[config.mk]
export PLATFORM = sky130hd
export DESIGN_NAME = hour_chime
export DESIGN_NICKNAME = d
export VERILOG_FILES = /design/src/rtl/hour_chime.sv
export SDC_FILE = /design/constraint.sdc
export NUM_CORES = 1
export LEC_CHECK = 0
export BUFFER_PORTS_ARGS = -buffer_cell sky130_fd_sc_hd__buf_2
export CORE_MARGIN = 3
export CORE_UTILIZATION = 35
export DETAILED_ROUTE_END_ITERATION = 7
export SYNTH_ARGS = -nofsm -noshare
export SYNTH_HDL_FRONTEND = slang
export SYNTH_SLANG_ARGS = --single-unit
[constraint.sdc]
create_clock -name clk -period 2.22 [get_ports clk]
set_clock_uncertainty 0.15 [all_clocks]
set_input_delay 0.111 -clock clk [delete_from_list [all_inputs] [get_ports clk]]
set_output_delay 0.111 -clock clk [all_outputs]
set_load 0.02 [all_outputs]
[src/rtl/hour_chime.sv]
`default_nettype none
// ============================================================================
//  Module   : hour_chime
//  Purpose  : Hourly chime sequencer. When the current hour changes, flashes
//             time_light once per hour of the new time (12 h or 24 h
//             numbering), with configurable flash width, gap and an optional
//             quiet-hours window in which no chime starts.
//  Revision : 1.0 - initial release
// ----------------------------------------------------------------------------
//  Parameters
//    ON_CYCLES    cycles time_light is high per flash (>= 1)
//    OFF_CYCLES   cycles time_light is low after each flash (>= 1)
//    QUIET_EN     1 enables quiet-hours suppression
//    QUIET_START  first suppressed hour (0..23)
//    QUIET_END    first non-suppressed hour after the window (0..23)
//  Ports
//    clk          system clock, rising edge
//    rst          asynchronous active-high reset
//    curHour      current hour, binary 0..23 (larger values are ignored)
//    enable       1 arms chiming; 0 aborts any sequence and blocks triggers
//    mode_12h     1 = 12 h flash count, 0 = 24 h; sampled on trigger only
//    time_light   registered chime output
//    busy         high while a sequence runs
//    chime_cnt    flashes still to start, including the current ON flash
//    done         one-cycle pulse when a sequence completes normally
// ============================================================================
module hour_chime #(
   parameter int ON_CYCLES   = 50_000_000,
   parameter int OFF_CYCLES  = 50_000_000,
   parameter int QUIET_EN    = 1,
   parameter int QUIET_START = 22,
   parameter int QUIET_END   = 7
) (
   input  logic       clk,
   input  logic       rst,
   input  logic [7:0] curHour,
   input  logic       enable,
   input  logic       mode_12h,
   output logic       time_light,
   output logic       busy,
   output logic [4:0] chime_cnt,
   output logic       done
);

   // Phase counter only ever counts up to the longer of the two phases minus
   // one, then is cleared, so clog2 of the longer phase is enough.
   localparam int PH_MAX = (ON_CYCLES > OFF_CYCLES) ? ON_CYCLES : OFF_CYCLES;
   localparam int PH_W   = (PH_MAX > 1) ? $clog2(PH_MAX) : 1;

   localparam logic [PH_W-1:0] ON_LAST  = PH_W'(ON_CYCLES - 1);
   localparam logic [PH_W-1:0] OFF_LAST = PH_W'(OFF_CYCLES - 1);

   typedef enum logic [1:0] {
      S_IDLE = 2'd0,
      S_ON   = 2'd1,
      S_OFF  = 2'd2
   } state_t;

   state_t          state;
   logic [PH_W-1:0] phase;
   logic [7:0]      prev_hour;
   logic            primed;

   logic            quiet;
   logic            hour_valid;
   logic            trigger;
   logic [4:0]      hour5;
   logic [4:0]      hour_mod;
   logic [4:0]      flash_n;

   // -------------------------------------------------------------------------
   // Quiet-hours window. The window shape is fixed at elaboration time, so
   // only the comparison that applies is built.
   // -------------------------------------------------------------------------
   generate
      if (QUIET_EN != 0 && QUIET_START < QUIET_END) begin : g_quiet_span
         localparam logic [7:0] Q_START = 8'(QUIET_START);
         localparam logic [7:0] Q_END   = 8'(QUIET_END);
         assign quiet = (curHour >= Q_START) && (curHour < Q_END);
      end else if (QUIET_EN != 0 && QUIET_START > QUIET_END) begin : g_quiet_wrap
         // Window spans midnight.
         localparam logic [7:0] Q_START = 8'(QUIET_START);
         localparam logic [7:0] Q_END   = 8'(QUIET_END);
         assign quiet = (curHour >= Q_START) || (curHour < Q_END);
      end else begin : g_quiet_off
         assign quiet = 1'b0;
      end
   endgenerate

   // -------------------------------------------------------------------------
   // Flash count for the new hour. Only meaningful for valid hours (<= 23),
   // which is all the trigger ever lets through, so the low five bits suffice.
   // -------------------------------------------------------------------------
   assign hour5 = curHour[4:0];

   always_comb begin
      hour_mod = hour5;
      flash_n  = hour5;
      if (mode_12h) begin
         hour_mod = (hour5 >= 5'd12) ? (hour5 - 5'd12) : hour5;
         flash_n  = (hour_mod == 5'd0) ? 5'd12 : hour_mod;
      end else begin
         flash_n  = (hour5 == 5'd0) ? 5'd24 : hour5;
      end
   end

   // -------------------------------------------------------------------------
   // Trigger: a genuine hour change to a valid, non-quiet hour while armed.
   // primed keeps the first post-reset comparison (against the reset value of
   // prev_hour) from ever chiming.
   // -------------------------------------------------------------------------
   assign hour_valid = (curHour <= 8'd23);
   assign trigger    = primed && (curHour != prev_hour) && hour_valid &&
                       enable && !quiet;

   // -------------------------------------------------------------------------
   // Sequencer. Priority per edge: disable, then (re)trigger, then the normal
   // ON/OFF progression. A trigger coinciding with the end of a sequence wins,
   // so done only pulses when the sequence truly returns to IDLE.
   // -------------------------------------------------------------------------
   always_ff @(posedge clk or posedge rst) begin
      if (rst) begin
         state      <= S_IDLE;
         phase      <= '0;
         prev_hour  <= 8'd0;
         primed     <= 1'b0;
         time_light <= 1'b0;
         busy       <= 1'b0;
         chime_cnt  <= 5'd0;
         done       <= 1'b0;
      end else begin
         prev_hour <= curHour;
         primed    <= 1'b1;
         done      <= 1'b0;

         if (!enable) begin
            state      <= S_IDLE;
            phase      <= '0;
            time_light <= 1'b0;
            busy       <= 1'b0;
            chime_cnt  <= 5'd0;
         end else if (trigger) begin
            state      <= S_ON;
            phase      <= '0;
            time_light <= 1'b1;
            busy       <= 1'b1;
            chime_cnt  <= flash_n;
         end else begin
            case (state)
               S_ON: begin
                  if (phase == ON_LAST) begin
                     state      <= S_OFF;
                     phase      <= '0;
                     time_light <= 1'b0;
                     chime_cnt  <= chime_cnt - 5'd1;
                  end else begin
                     phase <= phase + 1'b1;
                  end
               end

               S_OFF: begin
                  if (phase == OFF_LAST) begin
                     phase <= '0;
                     if (chime_cnt == 5'd0) begin
                        state <= S_IDLE;
                        busy  <= 1'b0;
                        done  <= 1'b1;
                     end else begin
                        state      <= S_ON;
                        time_light <= 1'b1;
                     end
                  end else begin
                     phase <= phase + 1'b1;
                  end
               end

               default: begin
                  state <= S_IDLE;
                  phase <= '0;
               end
            endcase
         end
      end
   end

endmodule
`default_nettype wire

==> After elaboration in Yosys (flattened, before gate mapping) <==
Index checks and enable logic that the tools add are counted.
W data, S select, Z words.
{ "op_classes": {"add_sub_neg": 3, "magnitude_cmp": 4, "n_eq_ne": 12, "muxes": 34, "reduce_logical": 14} }
{ "ops": {"columns": ["cell", "n"], "rows": [
  ["$mux W26", 4],
  ["$mux W5", 8],
  ["$add A26 B1 Y26 const B", 1],
  ["$eq A26 B26 Y1 const B", 1],
  ["$mux W1", 16],
  ["$logic_not A5 Y1", 3],
  ["$ne A3 B2 Y1 const B", 4],
  ["$ne A4 B4 Y1 const B", 3],
  ["$ge A8 B5 Y1 const B", 1],
  ["$le A8 B5 Y1 const B", 1],
  ["$lt A8 B3 Y1 const B", 1],
  ["$mux W2", 4],
  ["$ne A8 B8 Y1", 1],
  ["$ge A5 B4 Y1 const B", 1],
  ["$sub A5 B1 Y5 const B", 1],
  ["$sub A5 B4 Y5 const B", 1],
  ["$logic_and A1 B1 Y1", 4],
  ["$ne A4 B2 Y1 const B", 1],
  ["$pmux W2 S2", 1],
  ["$reduce_and A2 Y1", 2],
  ["$reduce_and A4 Y1", 1],
  ["$reduce_and A3 Y1", 1],
  ["$eq A2 B1 Y1 const B", 1],
  ["$eq A2 B2 Y1 const B", 1],
  ["other kinds (4)", 4]
]} }
{ "totals": {"regBits": 45, "in_bits": 12, "output_inout_bits": 8} }

==> Depth between registers and ports, before layout <==
Gate-level depths: netlist of the first run.
{ "logic_depth": {"depth_word": 7, "ltp_mapped": 10, "ltp_nobuf": 7} }

==> Worst setup path after synthesis of the first run <==
OpenSTA, ideal clock, no wires.
{ "synth_timing": {"kind": "register to register", "startpoint": "register phase[18]", "endpoint": "register phase[17]", "setup_ns": 0.136, "arrival_ns": 1.597, "t_required_ns": 1.934, "path_slack_ns": 0.337, "stages_incl_launch_ff": 8, "period_less_slack_ns": 1.883, "path_cell_list": "dfrtp_1 -> nor4_4 -> nand4_4 -> nor3_4 -> or2_1 -> buf_6 -> buf_8 -> nor3_1"} }
{ "synth_between": {"elab_chain_len": 5} }
{ "synth_lines": {"columns": ["item", "line_no", "text"], "rows": [
  ["start, declared", "60", "logic [PH_W-1:0] phase;"],
  ["start signal, assigned", "157", "phase <= phase + 1'b1;"],
  ["start signal, assigned", "173", "phase <= phase + 1'b1;"],
  ["$eq A26 B26 Y1", "151, 162", null],
  ["$mux W26", "151, 162", null],
  ["$mux W26", null, null],
  ["$mux W26", "142", "end else if (trigger) begin"],
  ["$mux W26", "136", "if (!enable) begin"]
]} }
Every way passes these cells.
A chain may end at the register's enable or synchronous reset.

==> Final worst setup path of the first run <==
{ "layout_timing": {"startpoint": "input curHour[3]", "endpoint": "register chime_cnt[3]"} }
{ "layout_between": {"elab_chain_len": 7} }
{ "layout_lines": {"columns": ["item", "line_no", "text"], "rows": [
  ["start, declared", "36", "input logic [7:0] curHour,"],
  ["$sub A5 B4 Y5 (tied with other cells)", "100", "hour_mod = (hour5 >= 5'd12) ? (hour5 - 5'd12) : hour5;"],
  ["$mux W5 or $logic_and A1 B1 Y1 (tied branches)", "100, 113", null],
  ["$logic_not A5 Y1 or $logic_and A1 B1 Y1 (tied branches)", "101, 113", null],
  ["$mux W5 or $logic_and A1 B1 Y1 (tied branches)", "101, 113", null],
  ["$mux W5 or $logic_and A1 B1 Y1 (tied branches)", "99, 114", null],
  ["$mux W5 or $ne A3 B2 Y1 (tied branches)", null, null],
  ["$mux W5 or $reduce_and A2 Y1 (tied branches)", null, null],
  ["end signal, assigned", "147", "chime_cnt <= flash_n;"],
  ["end signal, assigned", "155", "chime_cnt <= chime_cnt - 5'd1;"],
  ["end, declared", "41", "output logic [4:0] chime_cnt,"]
]} }
Parallel ways exist; a longest one is shown, timed or not.

==> flow_summary.json, run 1 <==
{
  "first_global_vias": 2075,
  "combined_global_route_utilization_of_all_metal_layers_pct": 13.7,
  "bufs_on_longest_clock_path": 2,
  "grt_start_max_net_pins": 46,
  "cts_max_level": 2,
  "area.growth.synth_to_final_pct": 14.7,
  "power_frac_comb_pct": 8.8,
  "final_area_um2": 3090,
  "grt_first_pass_wirelength_mm": 9.80,
  "die_area_um2": 8780,
  "dominantRegCellSynth": "sky130_fd_sc_hd__dfrtp_1",
  "fp.dieH_um": 93.7,
  "crit_path_max_incr_delay_ns": 0.52,
  "clkSlewWorstSetupHoldPaths_ns": 0.09,
  "detail-route-antenna-nets": 0,
  "finalHoldViolCount": 0,
  "timing.critical_path.required_ns": 2.26,
  "switching_part_of_the_total_pct": 23.1,
  "final_layout_size_suffix_gt1_share_pct": 19.4,
  "clk_lat_worst_skew_ns": 0.30,
  "tritoncts": "yes",
  "result_of_the_run": "finished, final reports clean",
  "dpl-instance-area_um2": 2860,
  "synth-async-reset-ratio_pct": 100,
  "drcViolationCount": 0,
  "critPathBufInv": 3,
  "critPathTopFamily": "compound AO/OA/AOI/OAI gates",
  "hp-class": "in2reg",
  "final_util_pct": 41.9,
  "ys_seq_elements": 45,
  "netSwitchingPower_mw": 0.378,
  "drt_pass1_iterations": 4,
  "critical_path_arrival_ns": 2.14,
  "total_neg_setup_slack_ns": 0,
  "library_cell_with_the_largest_summed_area_after_synthesis": "sky130_fd_sc_hd__dfrtp_1",
  "syn-cell-area_um2": 2690,
  "io_buffers": 19,
  "wirelength_mm": 5.61,
  "synth.distinct_cells": 60,
  "timing_max_transition_violations_final": 0,
  "synthesis.instances": 266,
  "antenna_found_initial": 0,
  "timing.critical_path.from_type": "input pin",
  "wire_per_inst_um": 14.3,
  "endpoint_kind": "flip-flop",
  "io_pins": 20,
  "routabilityCongestion": 0.781,
  "horiz_die_dim_um": 93.7,
  "cp_max_fo": 9,
  "critical_path_class": "in2reg",
  "timing_worst_slew_pin_value_ns": 0.559,
  "final_period_minus_worst_setup_slack_ns": 2.10,
  "setup_viol_count_final": 0,
  "leakage_nw": 1.26,
  "synth_edf_count": 0,
  "clkSinkCount": 45,
  "sequentialPowerShare_pct": 51.1,
  "synth_nets": 287,
  "globalRoute.totalOverflow": 0,
  "power_density_nw_per_um2": 529,
  "ys.warnings.count": 0,
  "synth_top_cell_area_share_pct": 41.8,
  "intPower_mw": 1.25,
  "timing.final.crit_share_pct": 94.7,
  "timing.slew.headroom_pct": 62.2,
  "antenna-diode-count": 0,
  "synth_sequential_area_ratio_pct": 41.8,
  "cts_setup_buffers": 0,
  "coreArea_um2": 7370,
  "max-cap-violations": 0,
  "post_drt_via_cell_ratio": 5.20,
  "yosys.cell_count.top_type": "sky130_fd_sc_hd__dfrtp_1",
  "std_cell_rows": 31,
  "syn_avg_cell_area_um2": 10.1,
  "cts_root_buffer": "sky130_fd_sc_hd__clkbuf_8",
  "nets": 314,
  "synth.cells.most_frequent": "sky130_fd_sc_hd__dfrtp_1, sky130_fd_sc_hd__nor3_1, sky130_fd_sc_hd__xnor2_1",
  "power_mw": 1.63,
  "synth_top_cells_by_area": "sky130_fd_sc_hd__dfrtp_1, sky130_fd_sc_hd__xnor2_1, sky130_fd_sc_hd__nor3_1, sky130_fd_sc_hd__ha_1, sky130_fd_sc_hd__xor2_1",
  "initial_standard_cell_utilization_of_the_core_pct": 36.5,
  "slowest_cell_on_crit_path": "sky130_fd_sc_hd__dlygate4sd3_1",
  "power.ir.vdd_worst_v": 0.000387,
  "cts_made_buffers": 5,
  "cp_cell_sequence": "dlygate4sd3_1 > clkbuf_4 > inv_2 > ha_1 > nor4bb_1 > a211o_1 > a32o_1 > o31ai_1 > a21oi_1",
  "initialDrtViolationCount": 84,
  "postLayoutSetupSlackWorst_ns": 0.118,
  "fmax_mhz": 476,
  "pre_cts_setup_slack_ns": 0.177,
  "grt_setup_unrepaired": "false",
  "hpwlAfterDp_mm": 3.75,
  "p_clk_share_pct": 40.1,
  "vias": 2045
}
==> final cells by class <==
class | count | area (um^2)
flip-flops and latches | 45 | 1130
well taps | 99 | 124
multi-input cells | 193 | 1400
repair buffers | 36 | 278
inverters | 12 | 45.0
clock inverters | 2 | 37.5
fillers | 738 | 4280
clock buffers | 6 | 82.6
==> repair_timing <==
action | CTS | global route
resized for setup | 0 | 4
endpoints found under the setup margin | 0 | 7
hold buffers | 10 | 0
hold endpoints to repair | 58 | 0
==> layout by cell type (no fill, tap or decap), drive strengths merged, types with 2 or more instances in the layout <==
master	instances
buf	25
nand2b	2
nor4bb	3
o31a	2
o21ai	6
nor2	10
and4	4
and3	4
o31ai	4
nor3	39
xor2	11
nand4	11
or2	3
nand2	9
nor4	4
xnor2	24
nor3b	2
dlygate4sd3	10
or3	3
clkbuf	7
inv	12
dfrtp	45
a21oi	8
and2	2
nand3	15
ha	9
nor4b	2
a31o	2
==> sequential cells by signal, summed over array words and instances (netlist names) <==
register and count:
prev_hour 8, primed 1, time_light 1, phase 26
state 2, busy 1, done 1, chime_cnt 5
==> stage by stage <==
stage,hold WS (ns),cells
global placement,0.119,375
global route,0.0378,393
detailed placement,0.122,375
finish,0.0218,393
floorplan,-0.00757,266
CTS,0.00847,393
==> worst paths after layout <==
kind                       depth (start not counted)           end  slack [ns]       start
setup / recovery                                   9  chime_cnt[3]        0.12  curHour[3]
hold / removal                                     3  chime_cnt[2]        0.02    mode_12h
setup reg to reg                                   6     phase[16]        0.16   phase[18]
hold reg to reg                                    1          busy        0.37        busy
max in group asynchronous                          4     phase[20]        1.17         rst
min in group asynchronous                          4  prev_hour[5]        0.34         rst
==> power by group through the flow <==
stage | sequential (mW) | combinational [mW] | clock [mW]
after floorplan | 0.852 | 0.0935 | 0
after global placement | 0.851 | 0.129 | 0
after detailed placement | 0.851 | 0.131 | 0
after CTS | 0.834 | 0.145 | 0.675
after global routing | 0.836 | 0.162 | 0.701
final | 0.834 | 0.144 | 0.654
==> per-layer routing <==
metal	GRT usage (%)	vias to the layer above	routed length, um	share of wire [%]
li1	-	1011	-	-
met1	18.3	1003	2720	48
met2	22.9	26	2710	48
met3	2.48	5	120	2.1
met4	3.61	0	61	1.1
met5	0	-	0	0
==> worst min-delay path: cells and delay by family <==
| kind | cells | cell delay (ns) |
|---|---|---|
| AO/OA/AOI/OAI | 1 | 0.08 |
| buffers and inverters | 1 | 0.15 |
| AND/OR/NAND/NOR | 1 | 0.09 |
==> logic make-up after synthesis <==
logic type / after synthesis / synth area share (%)
AND/OR/NAND/NOR: 116 / 27.3
flip-flops: 45 / 41.8
XOR/XNOR: 35 / 11.4
AO/OA/AOI/OAI: 31 / 8.37
buffers and inverters: 28 / 6.37
adder cells (fa/ha/maj): 9 / 4.18
other: 1 / 0.139
multiplexers: 1 / 0.372
Power figures use the tool's default switching activity.
==> inputs of run 2 (changes only) <==
Settings changed: CAP_MARGIN from default to 20.
Clock period 2.22 ns to 1.84 ns, I/O delays scaled along.
==> flow_summary.json, run 2 (synthesis results as in run 1) <==
{
  "wirelength_mm": 6.36,
  "bufs_on_longest_clock_path": 2,
  "grt_first_pass_wirelength_mm": 10.2,
  "postLayoutSetupSlackWorst_ns": -0.0801,
  "coreArea_um2": 7370,
  "cts_root_buffer": "sky130_fd_sc_hd__clkbuf_8",
  "critical_path_arrival_ns": 1.96,
  "hp-class": "in2reg",
  "wire_per_inst_um": 15.0,
  "routabilityCongestion": 0.809,
  "failed_checks": "negative setup slack",
  "power_density_nw_per_um2": 574,
  "std_cell_rows": 31,
  "detail-route-antenna-nets": 0,
  "area.growth.synth_to_final_pct": 28.8,
  "layout_commonest_cell": "sky130_fd_sc_hd__dfrtp_1",
  "timing.final.crit_share_pct": 104,
  "placed_cells_incl_taps": 403,
  "io_buffers": 19,
  "timing.critical_path.from_type": "flip-flop",
  "largest-register": "phase",
  "grt_start_max_net_pins": 46,
  "largestRegisters": "phase: 26 flops, prev_hour: 8 flops, chime_cnt: 5 flops",
  "clk_lat_worst_skew_ns": 0.31,
  "tritoncts": "yes",
  "fp.dieH_um": 93.7,
  "setup_viol_count_final": 33,
  "cts_max_level": 2,
  "final_layout_size_suffix_gt1_share_pct": 33.8,
  "cp_max_fo": 6,
  "final_period_minus_worst_setup_slack_ns": 1.92,
  "result_of_the_run": "finished, violations left",
  "horiz_die_dim_um": 93.7,
  "fmax_mhz": 521,
  "layout_common_cells": "sky130_fd_sc_hd__dfrtp_1, sky130_fd_sc_hd__buf_4, sky130_fd_sc_hd__nor3_1",
  "nets": 345,
  "clkSlewWorstSetupHoldPaths_ns": 0.09,
  "globalRoute.totalOverflow": 0,
  "antenna_found_initial": 0,
  "combined_global_route_utilization_of_all_metal_layers_pct": 14.5,
  "rrSetupSlack_ns": -0.08,
  "grt_setup_unrepaired": "true",
  "timing_max_transition_violations_final": 0,
  "antenna-diode-count": 0,
  "critical_path_class": "reg2reg",
  "die_area_um2": 8780,
  "leakage_nw": 1.42,
  "post_drt_via_cell_ratio": 5.24,
  "power.ir.vdd_worst_v": 0.000404,
  "endpoint_kind": "flip-flop",
  "hpwlAfterDp_mm": 4.12,
  "max-cap-violations": 0,
  "final_util_pct": 47.0,
  "cts_made_buffers": 5,
  "pre_cts_setup_slack_ns": -0.0142,
  "layout.cells.non_filler": 424,
  "largest_register_ff_count": 26,
  "initialDrtViolationCount": 153,
  "first_global_vias": 2128,
  "finalHoldViolCount": 0,
  "initial_standard_cell_utilization_of_the_core_pct": 36.5,
  "holdWs_ns": 0.0221,
  "drcViolationCount": 0,
  "drt_pass1_iterations": 4,
  "timing.critical_path.required_ns": 1.88,
  "io_pins": 20,
  "clkSinkCount": 45,
  "vias": 2223
}
==> run 2: cell count changes in the layout (fill, tap and decap cells not counted), sizes merged <==
cell / delta
buf: +32
dlygate4sd3: -1
==> run 2: metal layers <==
metal	vias to the layer above	global-route usage, %	part of all wire [%]
li1	1080	-	-
met1	1073	19.7	44
met2	59	22.8	51
met3	11	2.32	3.6
met4	0	6.26	2.2
met5	-	0	0
==> run 2: timing repair <==
| item | 4_1_cts | 5_1_grt |
|---|---|---|
| gates resized for setup | 2 | 25 |
| hold buffers | 9 | 0 |
| pin swaps | 1 | 11 |
| endpoints found under the setup margin | 28 | 34 |
| endpoints found under the hold margin | 53 | 0 |
| buffers inserted | 0 | 2 |
| gates cloned | 0 | 2 |
==> run 2: worst max-delay path, cell delays in order, from the launching register on <==
cell and delay [ns]:
sky130_fd_sc_hd__dfrtp_2 0.46, sky130_fd_sc_hd__nor4_4 0.38, sky130_fd_sc_hd__nand4_4 0.17, sky130_fd_sc_hd__nor3_4 0.22, sky130_fd_sc_hd__or2_4 0.21, sky130_fd_sc_hd__clkbuf_16 0.17
sky130_fd_sc_hd__nor3_2 0.05
==> run 2: area by class of cell <==
cell class	count	area (um^2)
Timing Repair Buffer	67	541
Sequential cell	45	1130
Tap cell	99	124
Clock buffer	6	82.6
Clock inverter	2	37.5
Inverter	12	45.0
Multi-Input combinational cell	193	1510
Fill cell	706	3900
==> run 2: metrics by stage <==
stage	TNS [ns]	total power, mW	cell area (um^2)
floorplan	-0.00571	1.14	2690
global placement	0	1.20	3090
detailed placement	-0.0343	1.20	3090
CTS	-0.0601	2.01	3300
global route	-4.60	2.08	3470
finish	-1.85	1.99	3470
==> run 2: report_power, final <==
group / switching (mW) / total, mW / internal (mW)
sequential: 0.00689 / 1.01 / 1.00
combinational: 0.112 / 0.197 / 0.0850
clock: 0.346 / 0.787 / 0.442
total: 0.464 / 1.99 / 1.53
==> run 2: worst paths after layout <==
| path | start | endpoint | depth (start not counted) |
|---|---|---|---|
| min reg2reg | busy | busy | 1 |
| min in group asynchronous | rst | prev_hour[5] | 4 |
| min | enable | state[0] | 3 |
| max reg2reg | phase[18] | phase[22] | 6 |
| max | phase[18] | phase[22] | 6 |
| max in group asynchronous | rst | phase[18] | 4 |
